### src/rtl/muldiv_seq.sv
// Iterative MULT/MULTU/DIV/DIVU sequencer that owns HI/LO and also handles MTHI/MTLO.
// Optional build macro MULDIV_EARLY_OUT_EN: multiply stops once the remaining multiplier is zero.
module muldiv_seq #(
  parameter int WIDTH = 32
) (
  input  logic             clk_i,
  input  logic             rst_n_i,
  input  logic             start_i,
  input  logic [2:0]       op_i,
  input  logic [WIDTH-1:0] rs_data_i,
  input  logic [WIDTH-1:0] rt_data_i,
  input  logic             mf_i,
  output logic [WIDTH-1:0] hi_o,
  output logic [WIDTH-1:0] lo_o,
  output logic             busy_o,
  output logic             stall_o,
  output logic             done_o
);

  localparam int CW = (WIDTH > 1) ? $clog2(WIDTH) : 1;
  localparam logic [CW-1:0] CNT_ONE  = {{(CW-1){1'b0}}, 1'b1};
  localparam logic [CW-1:0] CNT_ZERO = {CW{1'b0}};
`ifdef MULDIV_EARLY_OUT_EN
  localparam bit EARLY_OUT = 1'b1;
`else
  localparam bit EARLY_OUT = 1'b0;
`endif

  typedef enum logic [1:0] {IDLE = 2'd0, CALC = 2'd1, FIX = 2'd2} state_t;

  function automatic logic [WIDTH-1:0] abs_val(input logic [WIDTH-1:0] v, input logic neg);
    return neg ? -v : v;
  endfunction

  state_t               state_r;
  logic [CW-1:0]        cnt_r;
  logic [2*WIDTH-1:0]   acc_r;      // product, or {remainder, quotient/dividend}
  logic [2*WIDTH-1:0]   mcand_r;
  logic [WIDTH-1:0]     mplier_r;   // multiplier, or divisor
  logic                 is_div_r;
  logic                 res_neg_r;
  logic                 rem_neg_r;
  logic [WIDTH-1:0]     hi_r;
  logic [WIDTH-1:0]     lo_r;
  logic                 busy_r;
  logic                 done_r;

  logic                 signed_s;
  logic                 rs_neg_s;
  logic                 rt_neg_s;
  logic                 rt_zero_s;
  logic [WIDTH-1:0]     rs_mag_s;
  logic [WIDTH-1:0]     rt_mag_s;
  logic [2*WIDTH-1:0]   mul_acc_s;
  logic [WIDTH:0]       trial_s;
  logic [2*WIDTH-1:0]   div_acc_s;
  logic                 last_iter_s;
  logic [2*WIDTH-1:0]   prod_s;
  logic [WIDTH-1:0]     quo_s;
  logic [WIDTH-1:0]     rem_s;

  // Operand decode: signedness and magnitudes for the accept edge
  always_comb begin
    signed_s  = (op_i == 3'd0) || (op_i == 3'd2);
    rs_neg_s  = signed_s & rs_data_i[WIDTH-1];
    rt_neg_s  = signed_s & rt_data_i[WIDTH-1];
    rs_mag_s  = abs_val(rs_data_i, rs_neg_s);
    rt_mag_s  = abs_val(rt_data_i, rt_neg_s);
    rt_zero_s = (rt_data_i == {WIDTH{1'b0}});
  end

  // One shift-add / restoring-subtract step plus the sign fixup of the final result
  always_comb begin
    mul_acc_s = mplier_r[0] ? (acc_r + mcand_r) : acc_r;
    trial_s   = acc_r[2*WIDTH-1:WIDTH-1] - {1'b0, mplier_r};
    if (trial_s[WIDTH]) begin
      div_acc_s = {acc_r[2*WIDTH-2:0], 1'b0};
    end else begin
      div_acc_s = {trial_s[WIDTH-1:0], acc_r[WIDTH-2:0], 1'b1};
    end
    if (is_div_r) begin
      last_iter_s = (cnt_r == CNT_ZERO);
    end else begin
      last_iter_s = (cnt_r == CNT_ZERO) ||
                    (EARLY_OUT && (mplier_r[WIDTH-1:1] == {(WIDTH-1){1'b0}}));
    end
    prod_s = res_neg_r ? -acc_r : acc_r;
    quo_s  = res_neg_r ? -acc_r[WIDTH-1:0] : acc_r[WIDTH-1:0];
    rem_s  = rem_neg_r ? -acc_r[2*WIDTH-1:WIDTH] : acc_r[2*WIDTH-1:WIDTH];
  end

  // Sequencer FSM, operand latches and HI/LO registers
  always_ff @(posedge clk_i or negedge rst_n_i) begin
    if (!rst_n_i) begin
      state_r   <= IDLE;
      cnt_r     <= CNT_ZERO;
      acc_r     <= {(2*WIDTH){1'b0}};
      mcand_r   <= {(2*WIDTH){1'b0}};
      mplier_r  <= {WIDTH{1'b0}};
      is_div_r  <= 1'b0;
      res_neg_r <= 1'b0;
      rem_neg_r <= 1'b0;
      hi_r      <= {WIDTH{1'b0}};
      lo_r      <= {WIDTH{1'b0}};
      busy_r    <= 1'b0;
      done_r    <= 1'b0;
    end else begin
      done_r <= 1'b0;
      case (state_r)
        IDLE: begin
          if (start_i) begin
            cnt_r   <= CW'(WIDTH-1);
            mcand_r <= {{WIDTH{1'b0}}, rs_mag_s};
            case (op_i)
              3'd0, 3'd1: begin
                acc_r     <= {(2*WIDTH){1'b0}};
                mplier_r  <= rt_mag_s;
                is_div_r  <= 1'b0;
                res_neg_r <= rs_neg_s ^ rt_neg_s;
                rem_neg_r <= 1'b0;
                busy_r    <= 1'b1;
                state_r   <= (EARLY_OUT && (rt_mag_s == {WIDTH{1'b0}})) ? FIX : CALC;
              end
              3'd2, 3'd3: begin
                is_div_r <= 1'b1;
                busy_r   <= 1'b1;
                state_r  <= CALC;
                // Divide by zero runs on the raw dividend: quotient all ones, remainder = rs
                if (rt_zero_s) begin
                  acc_r     <= {{WIDTH{1'b0}}, rs_data_i};
                  mplier_r  <= {WIDTH{1'b0}};
                  res_neg_r <= 1'b0;
                  rem_neg_r <= 1'b0;
                end else begin
                  acc_r     <= {{WIDTH{1'b0}}, rs_mag_s};
                  mplier_r  <= rt_mag_s;
                  res_neg_r <= rs_neg_s ^ rt_neg_s;
                  rem_neg_r <= rs_neg_s;
                end
              end
              3'd4:    hi_r <= rs_data_i;
              3'd5:    lo_r <= rs_data_i;
              default: begin end
            endcase
          end
        end
        CALC: begin
          if (is_div_r) begin
            acc_r <= div_acc_s;
          end else begin
            acc_r    <= mul_acc_s;
            mcand_r  <= {mcand_r[2*WIDTH-2:0], 1'b0};
            mplier_r <= {1'b0, mplier_r[WIDTH-1:1]};
          end
          if (last_iter_s) begin
            state_r <= FIX;
          end else begin
            cnt_r <= cnt_r - CNT_ONE;
          end
        end
        FIX: begin
          if (is_div_r) begin
            hi_r <= rem_s;
            lo_r <= quo_s;
          end else begin
            hi_r <= prod_s[2*WIDTH-1:WIDTH];
            lo_r <= prod_s[WIDTH-1:0];
          end
          cnt_r   <= CNT_ZERO;
          done_r  <= 1'b1;
          busy_r  <= 1'b0;
          state_r <= IDLE;
        end
        default: begin
          state_r <= IDLE;
          busy_r  <= 1'b0;
        end
      endcase
    end
  end

  assign hi_o    = hi_r;
  assign lo_o    = lo_r;
  assign busy_o  = busy_r;
  assign done_o  = done_r;
  assign stall_o = busy_r & (start_i | mf_i);

endmodule
### config.mk
export PLATFORM = sky130hd
export DESIGN_NAME = muldiv_seq
export DESIGN_NICKNAME = d
export VERILOG_FILES = /design/src/rtl/muldiv_seq.sv
export SDC_FILE = /design/constraint.sdc
export NUM_CORES = 1
export LEC_CHECK = 0
export CAP_MARGIN = 30
export CORE_MARGIN = 2
export CORE_UTILIZATION = 43
export CTS_CLUSTER_DIAMETER = 200
export DETAILED_ROUTE_END_ITERATION = 16
export PLACE_DENSITY = 0.71
export REMOVE_ABC_BUFFERS = 1
export SLEW_MARGIN = 15
export SYNTH_ARGS = -nofsm -noshare
export SYNTH_HDL_FRONTEND = slang
export SYNTH_SLANG_ARGS = --single-unit
export TNS_END_PERCENT = 10
### constraint.sdc
create_clock -name clk_i -period 6.6 [get_ports clk_i]
set_input_delay 0.66 -clock clk_i [delete_from_list [all_inputs] [get_ports clk_i]]
set_output_delay 0.66 -clock clk_i [all_outputs]
set_load 0.03 [all_outputs]
-- Yosys cells after proc, flatten, opt, wreduce, memory -nomap -nowiden
Cells that the tools add are included.
- flip-flop bits (word level): 236
- input bits: 71
- output and inout bits: 67
- word-level logic and storage cells: 107
- add/sub/neg operators: 8
- eq/ne operators: 16
- mux-type cells: 44
- bitwise operators: 6
- reductions and logical operators: 21
- operators by type and width (kind ; count):
    $mux 32 ; 14
    $mux 64 ; 7
    $pmux 64 s2 ; 3
    $pmux 32 s2 ; 4
    $neg 32->32 ; 4
    $add 64x64->64 ; 1
    $neg 64->64 ; 1
    $sub 33x32->33 ; 1
    $logic_not 32->1 ; 1
    $reduce_and 3->1 ; 7
    $pmux 5 s3 ; 1
    $mux 5 ; 2
    $ne 2x2->1 const B ; 5
    $pmux 1 s2 ; 4
    $reduce_and 4->1 ; 2
    $eq 3x2->1 const B ; 2
    $eq 3x3->1 const B ; 2
    $mux 2 ; 3
    $reduce_bool 2->1 ; 3
    $logic_not 5->1 ; 1
    $mux 1 ; 5
    $sub 5x1->5 const B ; 1
    $ne 2x1->1 const B ; 2
    $pmux 2 s2 ; 1
    other kinds (15) ; 18

-- Depth between registers and ports, before layout
- word-level depth: 8
- depth in mapped cells: 16
- mapped depth without buffers: 14

-- Worst setup path before layout
Ideal clock, no wire load.
- kind: reg2reg
- from: reg acc_r[31]
- to: reg acc_r[62]
- setup time: 0.140 ns
- arrival time: 3.502 ns
- required time: 6.460 ns
- setup slack: 2.958 ns
- stages on the path, launching flop included: 17
- buffers on the path: 2
- period minus slack after synthesis: 3.642 ns
- cell sequence: dfrtp_1 clkbuf_1 inv_1 ha_1 fa_1 nor2b_1 o21a_1 o21ai_1 a21oi_1 a2111oi_4 o211ai_2 a211oi_2 xnor2_1 buf_2 nor2_1 o21ai_0 o2111ai_1
- longest elaborated chain between the ends: 4
- elaborated cells between the ends (all ways): 6
- classes of those cells: add/sub (2); mux (4)
- RTL lines (element ; line ; text):
    from (decl) ; 37 ; logic [2*WIDTH-1:0] acc_r;
    from (signal assigned) ; 97 ; acc_r <= {(2*WIDTH){1'b0}};
    from (signal assigned) ; 116 ; acc_r <= {(2*WIDTH){1'b0}};
    from (signal assigned) ; 130 ; acc_r <= {{WIDTH{1'b0}}, rs_data_i};
    $add 64x64->64 / $sub 33x32->33 (equally long branches) ; 74, 75 ;
    $mux 64 (on tied branches) ; 74, 76 ;
    $mux 64 * ; 148 ; if (is_div_r) begin
    $pmux 64 s2 * ; 109 ; case (state_r)
Every way passes the cells marked *; elsewhere a longest branch is shown, timed or not. The select of a mux whose other input is x is not followed.
A chain may end at the register's enable or synchronous reset.

-- Worst setup path in the final report
- from: reg acc_r[31]
- to: reg acc_r[61]
The elaborated chain is that of the path after synthesis.

==> results.ini <==
[placement]
place_congestion = 0.977
dp_hpwl_mm = 51.6
dpl_worst_slack_ns = 1.78
port_buffers = 137

[power]
pwr-share-seq_pct = 24.6
power.density_nw_per_um2 = 517
p_int_mw = 5.85
p_sw_share_pct = 50.4
power_mw = 11.8
power_leakage_nw = 9.73
vdd_drop_max_v = 0.000309
switchingPower_mw = 5.93
share_comb_of_total_power_pct = 60.8
pwr-share-clk_pct = 14.7

[grt]
track_usage_pct = 29.1
antenna_found_initial = 0
grt_max_degree = 126
overflow = 0
grt_first_pass_wirelength_mm = 110
grt_pass1_vias = 19263

[logic_synthesis]
synth_top_area_cell = dfrtp_1
avgSynthCellArea_sq_um = 7.63
synth_compound_area_share_pct = 26.6
synth_warnings = 0
synth_top_area_share_pct = 29.7
synth_top_flop_cell = dfrtp_1
synthAdderAreaFrac_pct = 6.55
synth_top_family_by_area = compound AO/OA/AOI/OAI gates
synth_edf_count = 0
synth_xor_xnor_area_share_pct = 9.94
synth-simple-area-share_pct = 20.6
ys_ff_latch = 236
synth_most_common_cell = nand2_1
synth_area_sq_um = 19900
synth_common_cells = 398 x nand2_1, 283 x o21ai_0, 236 x dfrtp_1, 228 x nor2_1, 221 x a21oi_1
synthTopCellsByArea = dfrtp_1 30%, nand2_1 7.5%, o21ai_0 7.1%
async_flop_share_pct = 100
netlist_instances = 2609
yosysSeqAreaShare_pct = 29.7
synth_mux_area_share_pct = 1.92
ys_types = 80

[setup_path]
end_kind = register
worstPathMaxFanout = 21
critical_path_class = register to register
rrSetupSlack_ns = 1.97
cp_data_arrival_time_ns = 5.08
critPathMostFrequentCell = o21ai_1
crit_slowest_cell = xnor2_2
cp_slowest_stage_delay_ns = 0.76
critical_path_required_ns = 7.05
path_cells = inv_1 -> ha_1 -> fa_1 -> nor2b_1 -> o21a_1 -> o21ai_1 -> a21oi_1 -> a2111oi_4 -> o211ai_2 -> a211oi_2 -> xnor2_2 -> buf_4 -> o21ai_1 -> a221o_1
crit_path_start_kind = register

[clock_tree]
postCtsSetupBuffers = 0
htreeDepth = 1
clk_pin_slew_ns = 0.06
post_cts_resized = 0
cts_max_path_buffers = 3
numCtsBuffers = 30
holdBufCountCts = 0
cts_tree = built
clk_latency_ns = 0.61
clock-sinks = 236
cts_root_buf = clkbuf_16

[sta]
worst_slack_ns = 1.97
hold_violations = 0
slew_headroom_pct = 30.2
finalClockSkew_ns = 0.0449
rsz0062_at_grt = no
tns_ns = 0
tightest_slew_ns = 1.04
drv_slew = 0
fin_crit_sh_pct = 70.1
finalSetupViolations = 0
max_freq_mhz = 216
fin_crit_ns = 4.63
whs_ns = 0.0773

[routing]
wirelength_mm = 70.4
first_iter_violations = 1693
drc_errors = 0
drt-wirelength-per-cell_microns = 21.6
vias_per_cell = 6.11
ant_nets = 0
firstDrtPassIters = 6
num_vias = 19895

[final_layout]
fill_cells = 4409
layout.nets = 2808
final_core_util_pct = 49.9
area_growth_pct = 14.3
drive_above_1_share_pct = 4.74

[die]
start_util_pct = 43.7
rows = 78
ios = 138
fp.dieH_microns = 219
die_area_sq_um = 48100
die_x_microns = 219
coreArea_sq_um = 45600

[flow_run]
maxCapViolations = 0

[status]
status = complete, no violations

[hold_path]
hp-class = input pin to asynchronous set/reset pin

==> layer usage <==
metal / wire [microns] / part of all wire, % / up-vias / GRT usage, %
li1: - / - / 9368 / -
met1: 29100 / 41 / 9536 / 37.3
met2: 33400 / 48 / 813 / 49.0
met3: 4500 / 6.4 / 178 / 3.52
met4: 3400 / 4.8 / 0 / 13.4
met5: 0 / 0 / - / 0
==> worst max-delay path, delay by kind of cell (launching register included) <==
kind	cells	cell delay [ns]
xor+xnor	1	0.76
simple gates	1	0.18
flops	1	0.61
buf+inv	2	0.48
fa+ha+maj	2	0.63
compound gates	8	1.78
==> state kept, by name (all words and copies together), names as in the netlist <==
name	flops
mplier_r	32
done_o	1
cnt_r	5
hi_o	32
busy_o	1
lo_o	32
is_div_r	1
res_neg_r	1
mcand_r	64
acc_r	64
state_r	2
rem_neg_r	1
==> cell families (layout without fill, tap and decap cells) <==
group                      Yosys count  count (layout)
buffers and inverters              248             296
other                                0               1
and+or+nand+nor                    902             902
xor gates and xnor gates           226             226
adders and majority gates          103             103
muxes                               38              38
DFF                                236             236
AOI/OAI and AO/OA                  856             856
==> power groups by stage <==
stage               sequential, mW  clock [mW]  combinational (mW)
floorplan                     2.95           0                4.56
global placement              2.87           0                6.86
detailed placement            2.89           0                7.00
CTS                           2.87        1.75                7.03
global route                  2.96        1.80                7.85
finish                        2.89        1.73                7.16
==> path summary, 6_finish.rpt <==
path,from,end,cells past startpoint
worst max-delay path,acc_r[31]$_DFFE_PN0P_,acc_r[61]$_DFFE_PN0P_,14
worst min-delay path,rst_n_i,lo_o[8]$_DFFE_PN0P_,1
worst min register to register,hi_o[7]$_DFFE_PN0P_,hi_o[7]$_DFFE_PN0P_,2
worst max register to register,acc_r[31]$_DFFE_PN0P_,acc_r[61]$_DFFE_PN0P_,14
min in group clk_i,hi_o[7]$_DFFE_PN0P_,hi_o[7]$_DFFE_PN0P_,2
max in group asynchronous,rst_n_i,mcand_r[53]$_DFFE_PN0P_,2
==> final cells by class <==
type / instances / area, sq um / share of cell area (%)
multi-input cells: 2125 / 13100 / 57.7
flip-flops and latches: 236 / 5910 / 26.0
repair buffers: 167 / 1660 / 7.30
clock buffers: 42 / 876 / 3.85
well taps: 600 / 751 / 3.30
inverters: 74 / 278 / 1.22
clock inverters: 13 / 154 / 0.676
diodes: 1 / 2.50 / 0.0110
==> placed cells by master, fill, tap and decap left out, types with 14 or more instances in the layout <==
cell and instances:
nand2_1 398, o21ai_0 283, dfrtp_1 235, nor2_1 226, a21oi_1 220, xnor2_1 137, clkdlybuf4s50_1 136, ha_1 101
xor2_1 88, inv_1 73, a21o_1 61, nor3_1 43, mux2i_1 36, or3_1 35, o211ai_1 33, a221oi_1 32
nand3_1 30, clkbuf_16 30, nand2b_1 29, a22oi_1 28, buf_4 25, nand4_1 23, o31ai_1 23, a211oi_1 19
nor4_1 19, o221ai_1 17, o21ai_1 16, or4_1 15, a31oi_1 15, o21bai_1 15, nor2b_1 14
==> metrics by stage <==
| step | area (sq um) | std cells |
|---|---|---|
| global placement | 21600 | 3198 |
| detailed placement | 21700 | 3200 |
| global route | 22800 | 3257 |
| CTS | 22700 | 3255 |
| floorplan | 19200 | 2435 |
| finish | 22800 | 3258 |
Power figures use the tool's default switching activity.
